[config.mk]
export PLATFORM = sky130hd
export DESIGN_NAME = axi_lite_master_bridge_flat
export DESIGN_NICKNAME = d
export VERILOG_FILES = /design/src/rtl/axi_lite_pkg.sv /design/src/rtl/axi_lite_master_bridge_if.sv /design/src/rtl/axi_lite_master_bridge.sv /design/src/flat_wrapper.sv
export SDC_FILE = /design/constraint.sdc
export NUM_CORES = 1
export LEC_CHECK = 0
export ABC_AREA = 1
export CORE_AREA = 2 2 215 217
export CTS_BUF_LIST = sky130_fd_sc_hd__clkbuf_4 sky130_fd_sc_hd__clkbuf_8 sky130_fd_sc_hd__clkbuf_16
export DETAILED_ROUTE_END_ITERATION = 8
export DIE_AREA = 0 0 217 219
export HOLD_SLACK_MARGIN = 0.06
export PLACE_DENSITY = 0.52
export SLEW_MARGIN = 20
export SYNTH_ARGS = -nofsm -noshare
export SYNTH_HDL_FRONTEND = slang
export SYNTH_SLANG_ARGS = --single-unit
[constraint.sdc]
create_clock -name ACLK -period 12.95 [get_ports ACLK]
set_clock_uncertainty 0.1 [all_clocks]
set_input_delay 2.59 -clock ACLK [delete_from_list [all_inputs] [get_ports ACLK]]
set_output_delay 2.59 -clock ACLK [all_outputs]
set_load 0.02 [all_outputs]
[src/rtl/axi_lite_pkg.sv]
// -----------------------------------------------------------------------------
// axi_lite_pkg
// Shared AXI4-Lite definitions for the master bridge: response codes, the
// default protection value and one-hot state encodings for the write and
// read state machines.
// Ports: none (package).
// -----------------------------------------------------------------------------
package axi_lite_pkg;

  localparam logic [1:0] OKAY   = 2'b00;
  localparam logic [1:0] EXOKAY = 2'b01;
  localparam logic [1:0] SLVERR = 2'b10;
  localparam logic [1:0] DECERR = 2'b11;

  localparam logic [2:0] PROT_DEFAULT = 3'b000;

  typedef enum logic [3:0] {
    W_IDLE = 4'b0001,
    W_SEND = 4'b0010,
    W_RESP = 4'b0100,
    W_DONE = 4'b1000
  } wr_state_e;

  typedef enum logic [3:0] {
    R_IDLE = 4'b0001,
    R_ADDR = 4'b0010,
    R_DATA = 4'b0100,
    R_DONE = 4'b1000
  } rd_state_e;

  // Error flag reported to the core: set for SLVERR and DECERR (RESP[1]).
  function automatic logic resp_is_err(input logic [1:0] resp);
    return (resp == SLVERR) || (resp == DECERR);
  endfunction

endpackage

[src/rtl/axi_lite_master_bridge_if.sv]
// -----------------------------------------------------------------------------
// axi_lite_master_bridge_if
// AXI4-Lite bus bundle (AW, W, B, AR, R channels). Clock and reset are kept
// outside the interface as plain module ports.
// Modports:
//   master - drives AW/W/AR payload and VALIDs, BREADY, RREADY
//   slave  - drives AWREADY, WREADY, BVALID/BRESP, ARREADY, RVALID/RDATA/RRESP
// -----------------------------------------------------------------------------
interface axi_lite_master_bridge_if #(
  parameter int ADDR_W = 64,
  parameter int DATA_W = 64,
  parameter int STRB_W = DATA_W / 8
);

  logic              AWVALID;
  logic              AWREADY;
  logic [ADDR_W-1:0] AWADDR;
  logic [2:0]        AWPROT;

  logic              WVALID;
  logic              WREADY;
  logic [DATA_W-1:0] WDATA;
  logic [STRB_W-1:0] WSTRB;

  logic              BVALID;
  logic              BREADY;
  logic [1:0]        BRESP;

  logic              ARVALID;
  logic              ARREADY;
  logic [ADDR_W-1:0] ARADDR;
  logic [2:0]        ARPROT;

  logic              RVALID;
  logic              RREADY;
  logic [DATA_W-1:0] RDATA;
  logic [1:0]        RRESP;

  modport master (
    output AWVALID, AWADDR, AWPROT, input AWREADY,
    output WVALID, WDATA, WSTRB, input WREADY,
    input BVALID, BRESP, output BREADY,
    output ARVALID, ARADDR, ARPROT, input ARREADY,
    input RVALID, RDATA, RRESP, output RREADY
  );

  modport slave (
    input AWVALID, AWADDR, AWPROT, output AWREADY,
    input WVALID, WDATA, WSTRB, output WREADY,
    output BVALID, BRESP, input BREADY,
    input ARVALID, ARADDR, ARPROT, output ARREADY,
    output RVALID, RDATA, RRESP, input RREADY
  );

endinterface

[src/rtl/axi_lite_master_bridge.sv]
// -----------------------------------------------------------------------------
// axi_lite_master_bridge
// Bridges core read/write request ports onto an AXI4-Lite master interface.
// The write and read paths each run their own FSM; AW and W handshakes are
// tracked independently and completion is reported only after B/R arrives.
// With SERIALIZE=1 at most one transaction is in flight and a simultaneous
// read/write request is resolved in favour of the write.
// Ports:
//   ACLK, ARESET                      clock, async active-high reset
//   rd_req_*  / rd_rsp_*              core read request / response
//   wr_req_*  / wr_rsp_*              core write request / completion
//   m_axi                             AXI4-Lite master bus
// -----------------------------------------------------------------------------
module axi_lite_master_bridge
  import axi_lite_pkg::*;
#(
  parameter int ADDR_W    = 64,
  parameter int DATA_W    = 64,
  parameter int STRB_W    = DATA_W / 8,
  parameter bit SERIALIZE = 1'b0
) (
  input  logic                     ACLK,
  input  logic                     ARESET,
  input  logic                     rd_req_valid,
  output logic                     rd_req_ready,
  input  logic [ADDR_W-1:0]        rd_req_addr,
  output logic                     rd_rsp_valid,
  input  logic                     rd_rsp_ready,
  output logic [DATA_W-1:0]        rd_rsp_data,
  output logic                     rd_rsp_err,
  input  logic                     wr_req_valid,
  output logic                     wr_req_ready,
  input  logic [ADDR_W-1:0]        wr_req_addr,
  input  logic [DATA_W-1:0]        wr_req_data,
  input  logic [STRB_W-1:0]        wr_req_strb,
  output logic                     wr_rsp_valid,
  input  logic                     wr_rsp_ready,
  output logic                     wr_rsp_err,
  axi_lite_master_bridge_if.master m_axi
);

  wr_state_e         wr_state, wr_state_nxt;
  rd_state_e         rd_state, rd_state_nxt;
  logic              aw_done, w_done;
  logic [ADDR_W-1:0] wr_addr, rd_addr;
  logic [DATA_W-1:0] wr_data;
  logic [STRB_W-1:0] wr_strb;
  logic              wr_grant_ok, rd_grant_ok;

  // Acceptance gates: ready is held low during reset, and in serialise mode
  // each path waits for the other to be idle; a pending write beats a read.
  always_comb begin
    wr_grant_ok = !ARESET;
    rd_grant_ok = !ARESET;
    if (SERIALIZE) begin
      wr_grant_ok = wr_grant_ok && (rd_state == R_IDLE);
      rd_grant_ok = rd_grant_ok && (wr_state == W_IDLE) && !wr_req_valid;
    end
  end

  // ---------------------------------------------------------------- write path
  // NOTE: every output of a combinational block gets a default before the case,
  // so no path leaves a signal unassigned and no latch is inferred.
  always_comb begin
    wr_state_nxt  = wr_state;
    wr_req_ready  = 1'b0;
    m_axi.AWVALID = 1'b0;
    m_axi.WVALID  = 1'b0;
    m_axi.BREADY  = 1'b0;
    wr_rsp_valid  = 1'b0;
    unique case (wr_state)
      W_IDLE: begin
        wr_req_ready = wr_grant_ok;
        if (wr_req_valid && wr_grant_ok) wr_state_nxt = W_SEND;
      end
      W_SEND: begin
        m_axi.AWVALID = !aw_done;
        m_axi.WVALID  = !w_done;
        // Covers AW and W completing in the same cycle as well as separately.
        if ((aw_done || m_axi.AWREADY) && (w_done || m_axi.WREADY))
          wr_state_nxt = W_RESP;
      end
      W_RESP: begin
        m_axi.BREADY = 1'b1;
        if (m_axi.BVALID) wr_state_nxt = W_DONE;
      end
      W_DONE: begin
        wr_rsp_valid = 1'b1;
        if (wr_rsp_ready) wr_state_nxt = W_IDLE;
      end
      default: wr_state_nxt = W_IDLE;
    endcase
  end

  // NOTE: state and payload use non-blocking assignments so every register
  // samples pre-edge values regardless of statement order.
  // NOTE: payload registers are reset too, because the bus addresses, write
  // data/strobe and read data must read as zero while reset is held.
  always_ff @(posedge ACLK or posedge ARESET) begin
    if (ARESET) begin
      wr_state   <= W_IDLE;
      aw_done    <= 1'b0;
      w_done     <= 1'b0;
      wr_addr    <= '0;
      wr_data    <= '0;
      wr_strb    <= '0;
      wr_rsp_err <= 1'b0;
    end else begin
      wr_state <= wr_state_nxt;
      unique case (wr_state)
        W_IDLE: if (wr_req_valid && wr_req_ready) begin
          wr_addr <= wr_req_addr;
          wr_data <= wr_req_data;
          wr_strb <= wr_req_strb;
          aw_done <= 1'b0;
          w_done  <= 1'b0;
        end
        W_SEND: begin
          if (m_axi.AWVALID && m_axi.AWREADY) aw_done <= 1'b1;
          if (m_axi.WVALID && m_axi.WREADY)   w_done  <= 1'b1;
        end
        W_RESP: if (m_axi.BVALID) wr_rsp_err <= resp_is_err(m_axi.BRESP);
        default: ;
      endcase
    end
  end

  assign m_axi.AWADDR = wr_addr;
  assign m_axi.AWPROT = PROT_DEFAULT;
  assign m_axi.WDATA  = wr_data;
  assign m_axi.WSTRB  = wr_strb;

  // ----------------------------------------------------------------- read path
  always_comb begin
    rd_state_nxt  = rd_state;
    rd_req_ready  = 1'b0;
    m_axi.ARVALID = 1'b0;
    m_axi.RREADY  = 1'b0;
    rd_rsp_valid  = 1'b0;
    unique case (rd_state)
      R_IDLE: begin
        rd_req_ready = rd_grant_ok;
        if (rd_req_valid && rd_grant_ok) rd_state_nxt = R_ADDR;
      end
      R_ADDR: begin
        m_axi.ARVALID = 1'b1;
        if (m_axi.ARREADY) rd_state_nxt = R_DATA;
      end
      R_DATA: begin
        m_axi.RREADY = 1'b1;
        if (m_axi.RVALID) rd_state_nxt = R_DONE;
      end
      R_DONE: begin
        rd_rsp_valid = 1'b1;
        if (rd_rsp_ready) rd_state_nxt = R_IDLE;
      end
      default: rd_state_nxt = R_IDLE;
    endcase
  end

  always_ff @(posedge ACLK or posedge ARESET) begin
    if (ARESET) begin
      rd_state    <= R_IDLE;
      rd_addr     <= '0;
      rd_rsp_data <= '0;
      rd_rsp_err  <= 1'b0;
    end else begin
      rd_state <= rd_state_nxt;
      unique case (rd_state)
        R_IDLE: if (rd_req_valid && rd_req_ready) rd_addr <= rd_req_addr;
        // rd_rsp_data keeps the last value until the next read returns.
        R_DATA: if (m_axi.RVALID) begin
          rd_rsp_data <= m_axi.RDATA;
          rd_rsp_err  <= resp_is_err(m_axi.RRESP);
        end
        default: ;
      endcase
    end
  end

  assign m_axi.ARADDR = rd_addr;
  assign m_axi.ARPROT = PROT_DEFAULT;

endmodule

[src/flat_wrapper.sv]
// flat-port wrapper written by rule: the top's interface ports become plain ports
module axi_lite_master_bridge_flat import axi_lite_pkg::*;
#(
  parameter int ADDR_W    = 64,
  parameter int DATA_W    = 64,
  parameter int STRB_W    = DATA_W / 8,
  parameter bit SERIALIZE = 1'b0
)
  (ACLK, ARESET, rd_req_valid, rd_req_ready, rd_req_addr, rd_rsp_valid, rd_rsp_ready, rd_rsp_data, rd_rsp_err, wr_req_valid, wr_req_ready, wr_req_addr, wr_req_data, wr_req_strb, wr_rsp_valid, wr_rsp_ready, wr_rsp_err, m_axi_AWVALID, m_axi_AWADDR, m_axi_AWPROT, m_axi_AWREADY, m_axi_WVALID, m_axi_WDATA, m_axi_WSTRB, m_axi_WREADY, m_axi_BVALID, m_axi_BRESP, m_axi_BREADY, m_axi_ARVALID, m_axi_ARADDR, m_axi_ARPROT, m_axi_ARREADY, m_axi_RVALID, m_axi_RDATA, m_axi_RRESP, m_axi_RREADY);
  axi_lite_master_bridge_if #(.ADDR_W(ADDR_W), .DATA_W(DATA_W), .STRB_W(STRB_W)) m_axi_i ();
  input  logic ACLK;
  input  logic ARESET;
  input  logic rd_req_valid;
  output logic rd_req_ready;
  input  logic [ADDR_W-1:0] rd_req_addr;
  output logic rd_rsp_valid;
  input  logic rd_rsp_ready;
  output logic [DATA_W-1:0] rd_rsp_data;
  output logic rd_rsp_err;
  input  logic wr_req_valid;
  output logic wr_req_ready;
  input  logic [ADDR_W-1:0] wr_req_addr;
  input  logic [DATA_W-1:0] wr_req_data;
  input  logic [STRB_W-1:0] wr_req_strb;
  output logic wr_rsp_valid;
  input  logic wr_rsp_ready;
  output logic wr_rsp_err;
  output wire logic [$bits(m_axi_i.AWVALID)-1:0] m_axi_AWVALID;
  output wire logic [$bits(m_axi_i.AWADDR)-1:0] m_axi_AWADDR;
  output wire logic [$bits(m_axi_i.AWPROT)-1:0] m_axi_AWPROT;
  input wire logic [$bits(m_axi_i.AWREADY)-1:0] m_axi_AWREADY;
  output wire logic [$bits(m_axi_i.WVALID)-1:0] m_axi_WVALID;
  output wire logic [$bits(m_axi_i.WDATA)-1:0] m_axi_WDATA;
  output wire logic [$bits(m_axi_i.WSTRB)-1:0] m_axi_WSTRB;
  input wire logic [$bits(m_axi_i.WREADY)-1:0] m_axi_WREADY;
  input wire logic [$bits(m_axi_i.BVALID)-1:0] m_axi_BVALID;
  input wire logic [$bits(m_axi_i.BRESP)-1:0] m_axi_BRESP;
  output wire logic [$bits(m_axi_i.BREADY)-1:0] m_axi_BREADY;
  output wire logic [$bits(m_axi_i.ARVALID)-1:0] m_axi_ARVALID;
  output wire logic [$bits(m_axi_i.ARADDR)-1:0] m_axi_ARADDR;
  output wire logic [$bits(m_axi_i.ARPROT)-1:0] m_axi_ARPROT;
  input wire logic [$bits(m_axi_i.ARREADY)-1:0] m_axi_ARREADY;
  input wire logic [$bits(m_axi_i.RVALID)-1:0] m_axi_RVALID;
  input wire logic [$bits(m_axi_i.RDATA)-1:0] m_axi_RDATA;
  input wire logic [$bits(m_axi_i.RRESP)-1:0] m_axi_RRESP;
  output wire logic [$bits(m_axi_i.RREADY)-1:0] m_axi_RREADY;
  assign m_axi_AWVALID = m_axi_i.AWVALID;
  assign m_axi_AWADDR = m_axi_i.AWADDR;
  assign m_axi_AWPROT = m_axi_i.AWPROT;
  assign m_axi_i.AWREADY = m_axi_AWREADY;
  assign m_axi_WVALID = m_axi_i.WVALID;
  assign m_axi_WDATA = m_axi_i.WDATA;
  assign m_axi_WSTRB = m_axi_i.WSTRB;
  assign m_axi_i.WREADY = m_axi_WREADY;
  assign m_axi_i.BVALID = m_axi_BVALID;
  assign m_axi_i.BRESP = m_axi_BRESP;
  assign m_axi_BREADY = m_axi_i.BREADY;
  assign m_axi_ARVALID = m_axi_i.ARVALID;
  assign m_axi_ARADDR = m_axi_i.ARADDR;
  assign m_axi_ARPROT = m_axi_i.ARPROT;
  assign m_axi_i.ARREADY = m_axi_ARREADY;
  assign m_axi_i.RVALID = m_axi_RVALID;
  assign m_axi_i.RDATA = m_axi_RDATA;
  assign m_axi_i.RRESP = m_axi_RRESP;
  assign m_axi_RREADY = m_axi_i.RREADY;
  axi_lite_master_bridge #(.ADDR_W(ADDR_W), .DATA_W(DATA_W), .STRB_W(STRB_W), .SERIALIZE(SERIALIZE)) u_core (.ACLK(ACLK), .ARESET(ARESET), .rd_req_valid(rd_req_valid), .rd_req_ready(rd_req_ready), .rd_req_addr(rd_req_addr), .rd_rsp_valid(rd_rsp_valid), .rd_rsp_ready(rd_rsp_ready), .rd_rsp_data(rd_rsp_data), .rd_rsp_err(rd_rsp_err), .wr_req_valid(wr_req_valid), .wr_req_ready(wr_req_ready), .wr_req_addr(wr_req_addr), .wr_req_data(wr_req_data), .wr_req_strb(wr_req_strb), .wr_rsp_valid(wr_rsp_valid), .wr_rsp_ready(wr_rsp_ready), .wr_rsp_err(wr_rsp_err), .m_axi(m_axi_i));
endmodule
==> results.json, run 1 <==
{
  "dr_total_vias": 10091,
  "slew_violations": 0,
  "clockRootBuffer": "clkbuf_16",
  "htreeDepth": 2,
  "dr.first_iter.drc_count": 597,
  "path_class": "primary input to primary output",
  "core_um2": 45100,
  "avgRoutedWirePerCell_um": 17.7,
  "rsz0062_at_grt": "false",
  "ys_seq_elements": 276,
  "ctsResizeCount": 0,
  "grt_pass1_wl_um": 62800,
  "period_needed_ns": 7.47,
  "place_congestion": 0.805,
  "finalHoldViolCount": 0,
  "clkSinkCount": 276,
  "cts_buffers": 35,
  "met2_usage_pct": 29.4,
  "antenna_found_initial": 8,
  "reg2reg_from": "u_core.wr_state[0]$_DFFE_PP1P_",
  "design_area_um2": 18000,
  "post-place-ws_ns": 5.46,
  "overflow": 0,
  "grt_usage_pct": 17.3,
  "grt_pass1_vias": 10050,
  "die_area_um2": 47500,
  "via_per_inst": 4.23,
  "firstDrtPassIters": 4,
  "min_path_type": "flop to flop",
  "setup_viol": 0,
  "holdWs_ns": 0.365,
  "portBuffers": 551,
  "end_kind": "primary output",
  "synth_ff_type": "dfrtp_1",
  "dp_hpwl_um": 29500,
  "rows": 78,
  "tritoncts": "built",
  "grt_util_met1_pct": 20.2,
  "dieHeight_um": 219,
  "dp_cells": 2325,
  "routed_wl_um": 42300,
  "crit_path_start": "ARESET",
  "ctsHoldBuffers": 0,
  "drive_above_1_share_pct": 4.65,
  "clock_path_buffers": 3,
  "synth_commonest_cells": "nand2_1, dfrtp_1, nand3_1",
  "clock.fmax_mhz": 134,
  "worst_slew_pin_slew_ns": 1.07,
  "fin_crit_sh_pct": 57.7,
  "syn_avg_cell_area_um2": 8.97,
  "arrival_ns": 4.78,
  "start_kind": "primary input",
  "yosys_warnings": 0,
  "slew_headroom_pct": 28.9,
  "outcome": "complete, no violations",
  "synth_cell_types": 20,
  "finalPower_mw": 4.48,
  "synth-async-reset-ratio_pct": 100,
  "synth_top_area_share_pct": 61.7,
  "grt_busiest_layer": "met2",
  "peakVddDrop_mv": 0.158,
  "yosysTopAreaCell": "dfrtp_1",
  "post_cts_buffers": 0,
  "die-width_um": 217,
  "yosys.cell_count.top_type": "nand2_1",
  "placed_cell_area_um2": 16800,
  "fin_nets": 2042,
  "cp.required_ns": 10.26,
  "clk_pin_slew_ns": 0.05,
  "netlist_area_um2": 11100,
  "synth-edff-count": 0,
  "ys_seq_area_share_pct": 62.2,
  "cp_max_fo": 30,
  "synth_area_leaders": "dfrtp_1, nand2_1, nand3_1, buf_6, buf_4",
  "final_core_util_pct": 40.0,
  "ant_nets": 0,
  "powerDensity_nw_per_um2": 248,
  "stdcell_count": 2387,
  "p_leak_nw": 8.72,
  "fin_tns_setup_ns": 0,
  "netlist_instances": 1239,
  "initial_utilization_pct": 24.7,
  "grt_max_degree": 171,
  "drc": 0,
  "syn_to_final_growth_pct": 62.1,
  "max_cap_violations": 0,
  "io_pins": 560,
  "gr-usage-met3_pct": 5.53,
  "holdCritStartpoint": "u_core.m_axi.AWADDR[22]$_DFFE_PP0P_",
  "clock_latency_ns": 0.52,
  "timing.final.ws_setup_ns": 5.48
}
-- layout make-up --
class	count	area, um^2
fill	4561	27100
sequential	276	6910
timing repair buffer	560	5610
multi-input combinational	871	3500
clock buffer	52	1090
tap	600	751
inverter	19	81.3
clock inverter	6	60.1
antenna	3	7.51
-- registers in the layout, indices dropped and copies added, names as in the netlist --
| register | flops |
|---|---|
| u_core.rd_state | 4 |
| u_core.wr_rsp_err | 1 |
| u_core.aw_done | 1 |
| u_core.wr_state | 4 |
| u_core.m_axi.WDATA | 64 |
| u_core.m_axi.ARADDR | 64 |
| u_core.rd_rsp_data | 64 |
| u_core.w_done | 1 |
| u_core.rd_rsp_err | 1 |
| u_core.m_axi.AWADDR | 64 |
| u_core.m_axi.WSTRB | 8 |
-- cells by family (layout without fill, tap and decap cells) --
family	Yosys count	after routing	share of synthesized area (%)
and+or+nand+nor	860	860	31.0
other	1	9	0.0337
AOI/OAI and AO/OA	5	5	0.225
DFF	276	276	62.2
buffers and inverters	97	637	6.60
-- report_power, final --
part           switching [mW]  total (mW)  internal (mW)  leakage, nW
combinational            1.13        2.02          0.898         4.68
sequential              0.215        1.47           1.26         3.47
clock                   0.380       0.982          0.602        0.574
total                    1.72        4.48           2.76         8.72
-- layout by cell type (no fill, tap or decap) --
cell | netlist | layout
nand2_1 | 683 | 683
clkdlybuf4s50_1 | 0 | 550
dfrtp_1 | 274 | 274
nand3_1 | 144 | 144
clkbuf_16 | 0 | 37
nor2_1 | 21 | 21
inv_1 | 15 | 14
clkbuf_8 | 0 | 9
buf_4 | 16 | 8
conb_1 | 1 | 6
clkbuf_4 | 0 | 6
nor2_2 | 5 | 4
diode_2 | 0 | 3
inv_2 | 4 | 3
o21ai_0 | 3 | 3
clkinv_2 | 0 | 3
nor2_4 | 1 | 2
nor4_1 | 2 | 2
a21oi_1 | 2 | 2
clkinvlp_4 | 0 | 2
dfstp_2 | 2 | 2
nand2_4 | 0 | 1
inv_8 | 0 | 1
nand2_2 | 2 | 1
inv_4 | 0 | 1
nand3b_1 | 1 | 1
nand4_1 | 1 | 1
bufinv_16 | 0 | 1
buf_16 | 0 | 1
buf_12 | 0 | 1
-- metal layers --
metal,vias up,part of all wire (%)
met1,4777,39
met4,8,3.3
li1,4866,-
met3,74,8.2
met2,366,49
met5,-,0.11
-- worst max-delay path, cell delays in order --
cell             delay (ns)
clkdlybuf4s50_1        0.63
nor2_4                 0.74
clkdlybuf4s50_1        0.81
-- path summary, 6_finish.rpt --
path	to	slack [ns]	cells after the start
setup / recovery	wr_req_ready	5.48	3
hold / removal	u_core.m_axi.AWADDR[22]$_DFFE_PP0P_	0.37	2
setup reg to reg	u_core.w_done$_DFFE_PP0P_	9.62	8
hold reg to reg	u_core.m_axi.AWADDR[22]$_DFFE_PP0P_	0.37	2
max in group asynchronous	u_core.m_axi.WDATA[28]$_DFFE_PP0P_	8.57	4
min in group asynchronous	u_core.m_axi.AWADDR[30]$_DFFE_PP0P_	2.70	2
Power figures use the tool's default switching activity.
==> inputs of run 2 (changes only) <==
clock period = 6.9 ns   (was 12.95 ns; I/O delays follow)
==> results.json, run 2 (synthesis results as in run 1) <==
{
  "design_area_um2": 18000,
  "clock_path_buffers": 3,
  "clock_latency_ns": 0.52,
  "overflow": 0,
  "timing.rr.end": "u_core.m_axi.WDATA[4]$_DFFE_PP0P_",
  "htreeDepth": 2,
  "holdWs_ns": 0.366,
  "cp_max_fo": 3,
  "clkSinkCount": 276,
  "rows": 78,
  "start_kind": "primary input",
  "period_needed_ns": 4.35,
  "ctsHoldBuffers": 0,
  "clock.fmax_mhz": 230,
  "slew_headroom_pct": 30.4,
  "reg2reg_from": "u_core.wr_state[0]$_DFFE_PP1P_",
  "grt_max_degree": 149,
  "setup_viol": 0,
  "fin_crit_sh_pct": 63.0,
  "core_um2": 45100,
  "fin_nets": 2043,
  "dr_total_vias": 9988,
  "firstDrtPassIters": 7,
  "comb_power_share_pct": 45.5,
  "die-width_um": 217,
  "initial_utilization_pct": 24.7,
  "tritoncts": "built",
  "crit_path_start": "ARESET",
  "r2r_cells": 8,
  "cts_buffers": 35,
  "min_path_type": "flop to flop",
  "power.internal_mw": 5.11,
  "swShare_pct": 38.4,
  "p_clk_share_pct": 21.3,
  "rrSetupSlack_ns": 4.01,
  "dieHeight_um": 219,
  "grt_pass1_vias": 10188,
  "antenna_found_initial": 4,
  "arrival_ns": 2.87,
  "end_kind": "primary output",
  "p_leak_nw": 8.70,
  "place_congestion": 0.791,
  "powerDensity_nw_per_um2": 462,
  "ctsResizeCount": 0,
  "post_cts_buffers": 0,
  "grt_pass1_wl_um": 62600,
  "dp_hpwl_um": 29100,
  "portBuffers": 551,
  "max_cap_violations": 0,
  "p_seq_share_pct": 33.2,
  "clk_pin_slew_ns": 0.05,
  "peakVddDrop_mv": 0.242,
  "worst_slew_pin_slew_ns": 1.04,
  "slew_violations": 0,
  "crit_path_end": "wr_req_ready",
  "drc": 0,
  "grt_usage_pct": 17.1,
  "syn_to_final_growth_pct": 61.6,
  "final_cell_mix": "nand2_1, clkdlybuf4s50_1, dfrtp_1, nand3_1, clkbuf_16",
  "outcome": "complete, no violations",
  "avgRoutedWirePerCell_um": 17.3,
  "via_per_inst": 4.18,
  "ant_nets": 0,
  "rsz0062_at_grt": "false",
  "routed_wl_um": 41400,
  "path_class": "primary input to primary output",
  "finalHoldViolCount": 0,
  "p_sw_mw": 3.19,
  "cp.required_ns": 5.42,
  "drive_above_1_share_pct": 4.71,
  "io_pins": 560,
  "die_area_um2": 47500,
  "final_common_cell": "nand2_1",
  "placed_cell_area_um2": 16900,
  "clockRootBuffer": "clkbuf_16",
  "dr.first_iter.drc_count": 737,
  "fin_tns_setup_ns": 0
}
[run 2: area by class of cell]
type	count	area, um^2
clock buffer	52	1070
sequential	276	6910
timing repair buffer	561	5610
clock inverter	6	32.5
antenna	3	7.51
multi-input combinational	871	3500
tap	600	751
fill	4628	27100
inverter	19	77.6
[run 2: power by group through the flow]
stage,clock [mW],sequential [mW],combinational (mW)
after floorplan,0,3.64,1.00
after global placement,0,2.75,3.82
after detailed placement,0,2.77,3.84
after CTS,1.84,2.76,3.85
after global routing,1.90,2.86,4.08
final,1.77,2.75,3.78
[run 2: routing by layer]
| metal | GRT usage, % | routed length (um) | vias up |
|---|---|---|---|
| li1 | - | - | 4885 |
| met1 | 20.8 | 16700 | 4712 |
| met2 | 28.5 | 20200 | 332 |
| met3 | 5.39 | 3450 | 59 |
| met4 | 6.03 | 1020 | 0 |
| met5 | 0 | 0 | - |
[run 2: worst min path at each step]
stage,startpoint,end,slack [ns],cells past startpoint
after global routing,u_core.m_axi.AWADDR[45]$_DFFE_PP0P_,u_core.m_axi.AWADDR[45]$_DFFE_PP0P_,0.38,2
after floorplan,u_core.aw_done$_DFFE_PP0P_,u_core.aw_done$_DFFE_PP0P_,0.42,2
after CTS,u_core.m_axi.AWADDR[28]$_DFFE_PP0P_,u_core.m_axi.AWADDR[28]$_DFFE_PP0P_,0.37,2
after detailed placement,u_core.m_axi.AWADDR[28]$_DFFE_PP0P_,u_core.m_axi.AWADDR[28]$_DFFE_PP0P_,0.36,2
after global placement,u_core.m_axi.WDATA[55]$_DFFE_PP0P_,u_core.m_axi.WDATA[55]$_DFFE_PP0P_,0.35,2
final,u_core.m_axi.WDATA[62]$_DFFE_PP0P_,u_core.m_axi.WDATA[62]$_DFFE_PP0P_,0.37,2
[run 2: critical path, cell delays in order]
cell and delay (ns):
clkdlybuf4s50_1 0.57, nor2_4 0.23, clkdlybuf4s50_1 0.68
[run 2: metrics by stage]
stage               utilization, %  std cells  setup WS (ns)  power [mW]
global route                  39.8       2388           2.52        8.84
CTS                           39.8       2385           2.54        8.45
global placement              37.4       2327           2.54        6.57
detailed placement            37.4       2327           2.54        6.61
finish                        39.8       2388           2.55        8.30
floorplan                        -       1244          0.825        4.64
